$ cat config.mk
export PLATFORM = sky130hd
export DESIGN_NAME = line_encoder_32x5_seq
export DESIGN_NICKNAME = d
export VERILOG_FILES = /design/src/rtl/line_encoder_32x5_seq_pkg.sv /design/src/rtl/line_encoder_32x5_seq_prio_enc.sv /design/src/rtl/line_encoder_32x5_seq.sv
export SDC_FILE = /design/constraint.sdc
export NUM_CORES = 1
export LEC_CHECK = 0
export BUFFER_PORTS_ARGS = -buffer_cell sky130_fd_sc_hd__buf_4
export CORE_ASPECT_RATIO = 0.75
export CORE_MARGIN = 1.5
export CORE_UTILIZATION = 35
export CTS_CLUSTER_DIAMETER = 150
export DETAILED_ROUTE_END_ITERATION = 10
export HOLD_SLACK_MARGIN = 0.15
export SLEW_MARGIN = 20
export SYNTH_ARGS = -nofsm -noshare
export SYNTH_HDL_FRONTEND = slang
export SYNTH_HIERARCHICAL = 1
export SYNTH_SLANG_ARGS = --single-unit
$ cat constraint.sdc
create_clock -name CLK -period 8.25 [get_ports CLK]
set_input_delay 0.825 -clock CLK [delete_from_list [all_inputs] [get_ports CLK]]
set_output_delay 0.825 -clock CLK [all_outputs]
set_load 0.01 [all_outputs]
$ cat src/rtl/line_encoder_32x5_seq_pkg.sv
// Shared definitions for the sequential 32-line to 5-bit index encoder.
//   LINE_W / IDX_W : line-vector width and index width
//   CNT_W          : width of a count of set lines (0..32 needs 6 bits)
//   state_t        : scan FSM state encoding
//   popcount32()   : number of set bits in a line vector
package line_encoder_32x5_seq_pkg;

    localparam int LINE_W = 32;
    localparam int IDX_W  = 5;
    localparam int CNT_W  = 6;

    typedef enum logic {
        IDLE = 1'b0,
        SCAN = 1'b1
    } state_t;

    function automatic logic [CNT_W-1:0] popcount32(input logic [LINE_W-1:0] v);
        logic [CNT_W-1:0] cnt;
        cnt = '0;
        for (int i = 0; i < LINE_W; i++) begin
            cnt = cnt + CNT_W'(v[i]);
        end
        return cnt;
    endfunction

endpackage

$ cat src/rtl/line_encoder_32x5_seq_prio_enc.sv
// Combinational 32-to-5 priority encoder.
//   vec_i       : line vector
//   msb_first_i : 0 = report lowest set bit, 1 = report highest set bit
//   idx_o       : index of the winning bit (0 when nothing is set)
//   any_o       : at least one bit of vec_i is set
module prio_enc_32x5
    import line_encoder_32x5_seq_pkg::*;
(
    input  logic [LINE_W-1:0] vec_i,
    input  logic              msb_first_i,
    output logic [IDX_W-1:0]  idx_o,
    output logic              any_o
);

    logic [IDX_W-1:0] idx_lo;
    logic [IDX_W-1:0] idx_hi;

    // Both scans let the last match win: descending scan ends on the lowest
    // set bit, ascending scan ends on the highest.
    always_comb begin
        idx_lo = '0;
        idx_hi = '0;
        for (int i = LINE_W - 1; i >= 0; i--) begin
            if (vec_i[i]) idx_lo = IDX_W'(i);
        end
        for (int j = 0; j < LINE_W; j++) begin
            if (vec_i[j]) idx_hi = IDX_W'(j);
        end
    end

    assign idx_o = msb_first_i ? idx_hi : idx_lo;
    assign any_o = |vec_i;

endmodule

$ cat src/rtl/line_encoder_32x5_seq.sv
// Sequential 32-line to 5-bit index encoder (inverse of the 5x32 decoder).
// Captures a multi-hot MASK and hands out the index of each set line, one per
// IDX_VALID/IDX_READY handshake, in priority order.
//
// Handshake: an index transfers on a rising CLK edge where IDX_VALID and
// IDX_READY are both 1; while IDX_READY is 0, IDX and IDX_VALID hold.
//
// Ports:
//   CLK, RESET        : clock, synchronous active-high reset
//   LOAD, MASK        : capture request and line vector (sampled only when BUSY=0)
//   BUSY              : captured lines remain to be emitted
//   IDX_VALID, IDX    : current highest-priority pending index
//   IDX_READY         : consumer accepts IDX
//   DONE              : one-cycle pulse after the last accept or a zero-mask load
//   REMAIN            : indices still to be emitted (only with LINE_ENC_POPCNT_EN)
//
// Build option: define LINE_ENC_POPCNT_EN to add the REMAIN output.
module line_encoder_32x5_seq
    import line_encoder_32x5_seq_pkg::*;
#(
    parameter bit MSB_FIRST = 1'b0
) (
    input  logic              CLK,
    input  logic              RESET,
    input  logic              LOAD,
    input  logic [LINE_W-1:0] MASK,
    output logic              BUSY,
    output logic              IDX_VALID,
    output logic [IDX_W-1:0]  IDX,
    input  logic              IDX_READY,
`ifdef LINE_ENC_POPCNT_EN
    output logic [CNT_W-1:0]  REMAIN,
`endif
    output logic              DONE
);

    state_t            state_q, state_d;
    logic [LINE_W-1:0] pending_q, pending_d;
    logic              done_q, done_d;
    logic [IDX_W-1:0]  enc_idx;
    logic              enc_any;
    logic [LINE_W-1:0] pending_clr;
    logic              hshake;

    prio_enc_32x5 u_prio_enc (
        .vec_i       (pending_q),
        .msb_first_i (MSB_FIRST),
        .idx_o       (enc_idx),
        .any_o       (enc_any)
    );

    assign BUSY      = (state_q == SCAN);
    assign IDX_VALID = BUSY & enc_any;
    // PENDING is zero outside SCAN, so the encoder already reports 0 there.
    assign IDX       = enc_idx;
    assign DONE      = done_q;
    assign hshake    = IDX_VALID & IDX_READY;
    assign pending_clr = pending_q & ~(LINE_W'(1) << enc_idx);

    always_comb begin
        state_d   = state_q;
        pending_d = pending_q;
        done_d    = 1'b0;
        case (state_q)
            IDLE: begin
                if (LOAD) begin
                    if (MASK != '0) begin
                        pending_d = MASK;
                        state_d   = SCAN;
                    end else begin
                        done_d = 1'b1;
                    end
                end
            end
            SCAN: begin
                // LOAD is deliberately not looked at here.
                if (hshake) begin
                    pending_d = pending_clr;
                    if (pending_clr == '0) begin
                        state_d = IDLE;
                        done_d  = 1'b1;
                    end
                end
            end
            default: begin
                state_d   = IDLE;
                pending_d = '0;
            end
        endcase
    end

`ifdef LINE_ENC_POPCNT_EN
    logic [CNT_W-1:0] remain_q, remain_d;

    always_comb begin
        remain_d = remain_q;
        if (state_q == IDLE) begin
            if (LOAD) remain_d = popcount32(MASK);
        end else if (hshake) begin
            remain_d = remain_q - CNT_W'(1);
        end
    end

    always_ff @(posedge CLK) begin
        if (RESET) remain_q <= '0;
        else       remain_q <= remain_d;
    end

    assign REMAIN = remain_q;
`endif

    always_ff @(posedge CLK) begin
        if (RESET) begin
            state_q   <= IDLE;
            pending_q <= '0;
            done_q    <= 1'b0;
        end else begin
            state_q   <= state_d;
            pending_q <= pending_d;
            done_q    <= done_d;
        end
    end

endmodule
==> results.toml <==
[synthesis]
ys_seq_area_share_pct = 25.86
netlist_instances = 398
synth_enable_flop_cells = 0
synthArstFlopShare_pct = 0
yosys_warnings = 6
netlist_area_mm2 = 0.002633
synth_seq_cells = 34
synth_cell_type_count = 49
synth_flop_cell = "dfxtp_1"
yosys-top-cells-area = "dfxtp_1, nor2_1, a21oi_1"
syn-num-nets = 434
syn_avg_cell_area_um2 = 6.614
synth.top_cell.area_share_pct = 25.86
synth_top_cell_by_area = "dfxtp_1"

[sta]
slew_violations = 0
tightest_slew_ps = 680.2
fin_crit_sh_pct = 49.83
setup_ws_ps = 4139
slew_headroom_pct = 54.49
setup_total_negative_slack_ps = 0
skew_ps = 3.269
rsz0062_at_grt = "false"
hold_viol = 0
post-route-min-period_ps = 4111
fmax_ghz = 0.2432
hold_ws_ps = 550.2
setup_viol = 0

[place]
port_buffers = 43
globalplace.congestion = 0.9266
dpl.hpwl_um = 7228
dp_slack_ps = 4363

[cells_and_area]
layout-drive-gt1-share_pct = 14.92
layout_commonest_cell = "nor2_1"
diodes = 0
layout_common_cells = "nor2_1, buf_4, a21oi_1"
final_nets = 464
final_util_pct = 42.92
area_delta_synth_final_pct = 18.96

[run_status]
status = "finished, final reports clean"

[floorplan]
die_area_mm2 = 0.008056
start_util_pct = 36.08
coreArea_mm2 = 0.007297
die_x_um = 103.1
die_y_um = 78.11
row_count = 27
io-pin-count = 44

[setup_path]
worstPathMaxFanout = 11
cp_cell_sequence = "nor4_1 > nor2b_2 > and3_1 > nor2_1 > nor2_1 > nand3_1 > o21ai_0 > nand4_1 > or4_1 > o31ai_1 > a21oi_1"
cp-end-kind = "flop"
r2r-start = "pending_q[14]"
cp_common_cell = "nor2_1"
required_ps = 8420
rrSetupSlack_ps = 4140
reg2regPathDepth = 11
r2r_end = "BUSY"
cpPeakStageDelay_ps = 630
slowest_stage = "nor4_1"
arrival_ps = 4280
worstSetupPathType = "reg -> reg"
cp-start-kind = "flop"

[clocking]
cts_setup_buffers = 0
path_clk_slew_ps = 70
postCtsHoldBufs = 0
clkSinkCount = 34
cts_made_buffers = 5
cts_root_buf = "clkbuf_8"
clk_path_buf_depth = 2
cts_tree = "done"
htree_levels = 2
cts.repair.resized = 0
insertion_delay_ps = 290

[pwr]
p_seq_share_pct = 32.8
leakage_nw = 1.127
pwr-share-comb_pct = 35.9
power.share.clock_pct = 31.3
swShare_pct = 37.67
p_int_mw = 0.3919
peakVddDrop_uv = 85.58
p_per_area_mw_per_mm2 = 200.8
p_sw_mw = 0.2369

[grt]
grt_overflow_total = 0
grt_pass1_wl_um = 15800
grt_pass1_vias = 2826
antenna_found_initial = 0
gr-usage-all-layers_pct = 25.83
grt_max_degree = 40

[routing]
drc_errors = 0
vias_per_cell = 5.930
finalWirelength_um = 9820
drt-initial-drc-count = 327
drt-wirelength-per-cell_um = 18.53
ant_nets = 0
vias = 3143
drt_pre_antenna_iters = 5

[hold_path]
min_to = "pending_q[22]"
worstHoldPathCells = 2
holdCritStartpoint = "pending_q[22]"
hp-class = "reg -> reg"

[run]
drv_cap = 0
-- worst max-delay path, delay by kind of cell, from the launching register on --
kind | cells | cell delay [ps]
AND/OR/NAND/NOR | 8 | 2760
AO/OA/AOI/OAI | 3 | 820
flip-flops | 1 | 400
-- layout make-up --
class | count | area [um^2]
Multi-Input combinational cell | 330 | 1799
Fill cell | 789 | 4165
Timing Repair Buffer | 45 | 337.8
Tap cell | 101 | 126.4
Sequential cell | 34 | 680.7
Clock buffer | 6 | 82.58
Clock inverter | 2 | 60.06
Inverter | 12 | 45.04
-- power groups by stage --
stage / Clock (mW) / Combinational (mW) / Sequential, mW
detailed placement: 0 / 0.219 / 0.208
finish: 0.197 / 0.226 / 0.206
floorplan: 0 / 0.157 / 0.198
CTS: 0.198 / 0.221 / 0.204
global placement: 0 / 0.222 / 0.208
global route: 0.204 / 0.249 / 0.208
-- worst max-delay path by stage --
stage,endpoint,cells past startpoint,startpoint
2_1_floorplan,BUSY,13,pending_q[11]
5_1_grt,BUSY,11,pending_q[14]
6_report,BUSY,11,pending_q[14]
3_5_place_dp,BUSY,11,pending_q[11]
3_3_place_gp,BUSY,11,pending_q[14]
4_1_cts,BUSY,11,pending_q[14]
-- per-layer routing --
layer  part of all wire, %  track usage, %  vias to the layer above
li1                      -               -                     1516
met1                    49           40.45                     1460
met2                    41           35.99                      155
met3                   8.6           4.898                       12
met4                   1.0           5.541                        0
met5                     0               0                        -
-- registers in the layout (all words and copies together) (netlist names) --
register   count
pending_q     32
BUSY           1
DONE           1
-- synthesized netlist by cell type, types with 3 or more instances --
cell	number
o31ai_1	8
a211oi_1	12
dfxtp_1	34
o21bai_1	3
clkbuf_1	16
nand3_1	5
o21a_1	8
o21ai_1	24
o21ai_2	3
or2_1	3
nand2b_1	7
a21oi_1	40
or3_1	4
o21ai_0	27
nor2_1	74
nand2_1	29
buf_6	3
nand4_1	9
nor2b_1	5
nand3b_1	3
inv_1	12
nor4_1	14
o211ai_1	6
nor3_1	15
-- kinds of logic after synthesis --
kind of cell | count (synthesis) | synth area share [%]
other | 1 | 0.1424
buffers and inverters | 34 | 5.798
flip-flops | 34 | 25.86
AO/OA/AOI/OAI | 147 | 33.94
AND/OR/NAND/NOR | 182 | 34.27
-- through the flow --
step	instances	power [mW]	area, um^2
3_5_place_dp	522	0.4278	2989
6_report	530	0.6288	3132
4_1_cts	530	0.6235	3132
5_1_grt	530	0.6612	3132
3_3_place_gp	522	0.4302	2989
2_1_floorplan	398	0.3551	2633
Power figures use the tool's default switching activity.
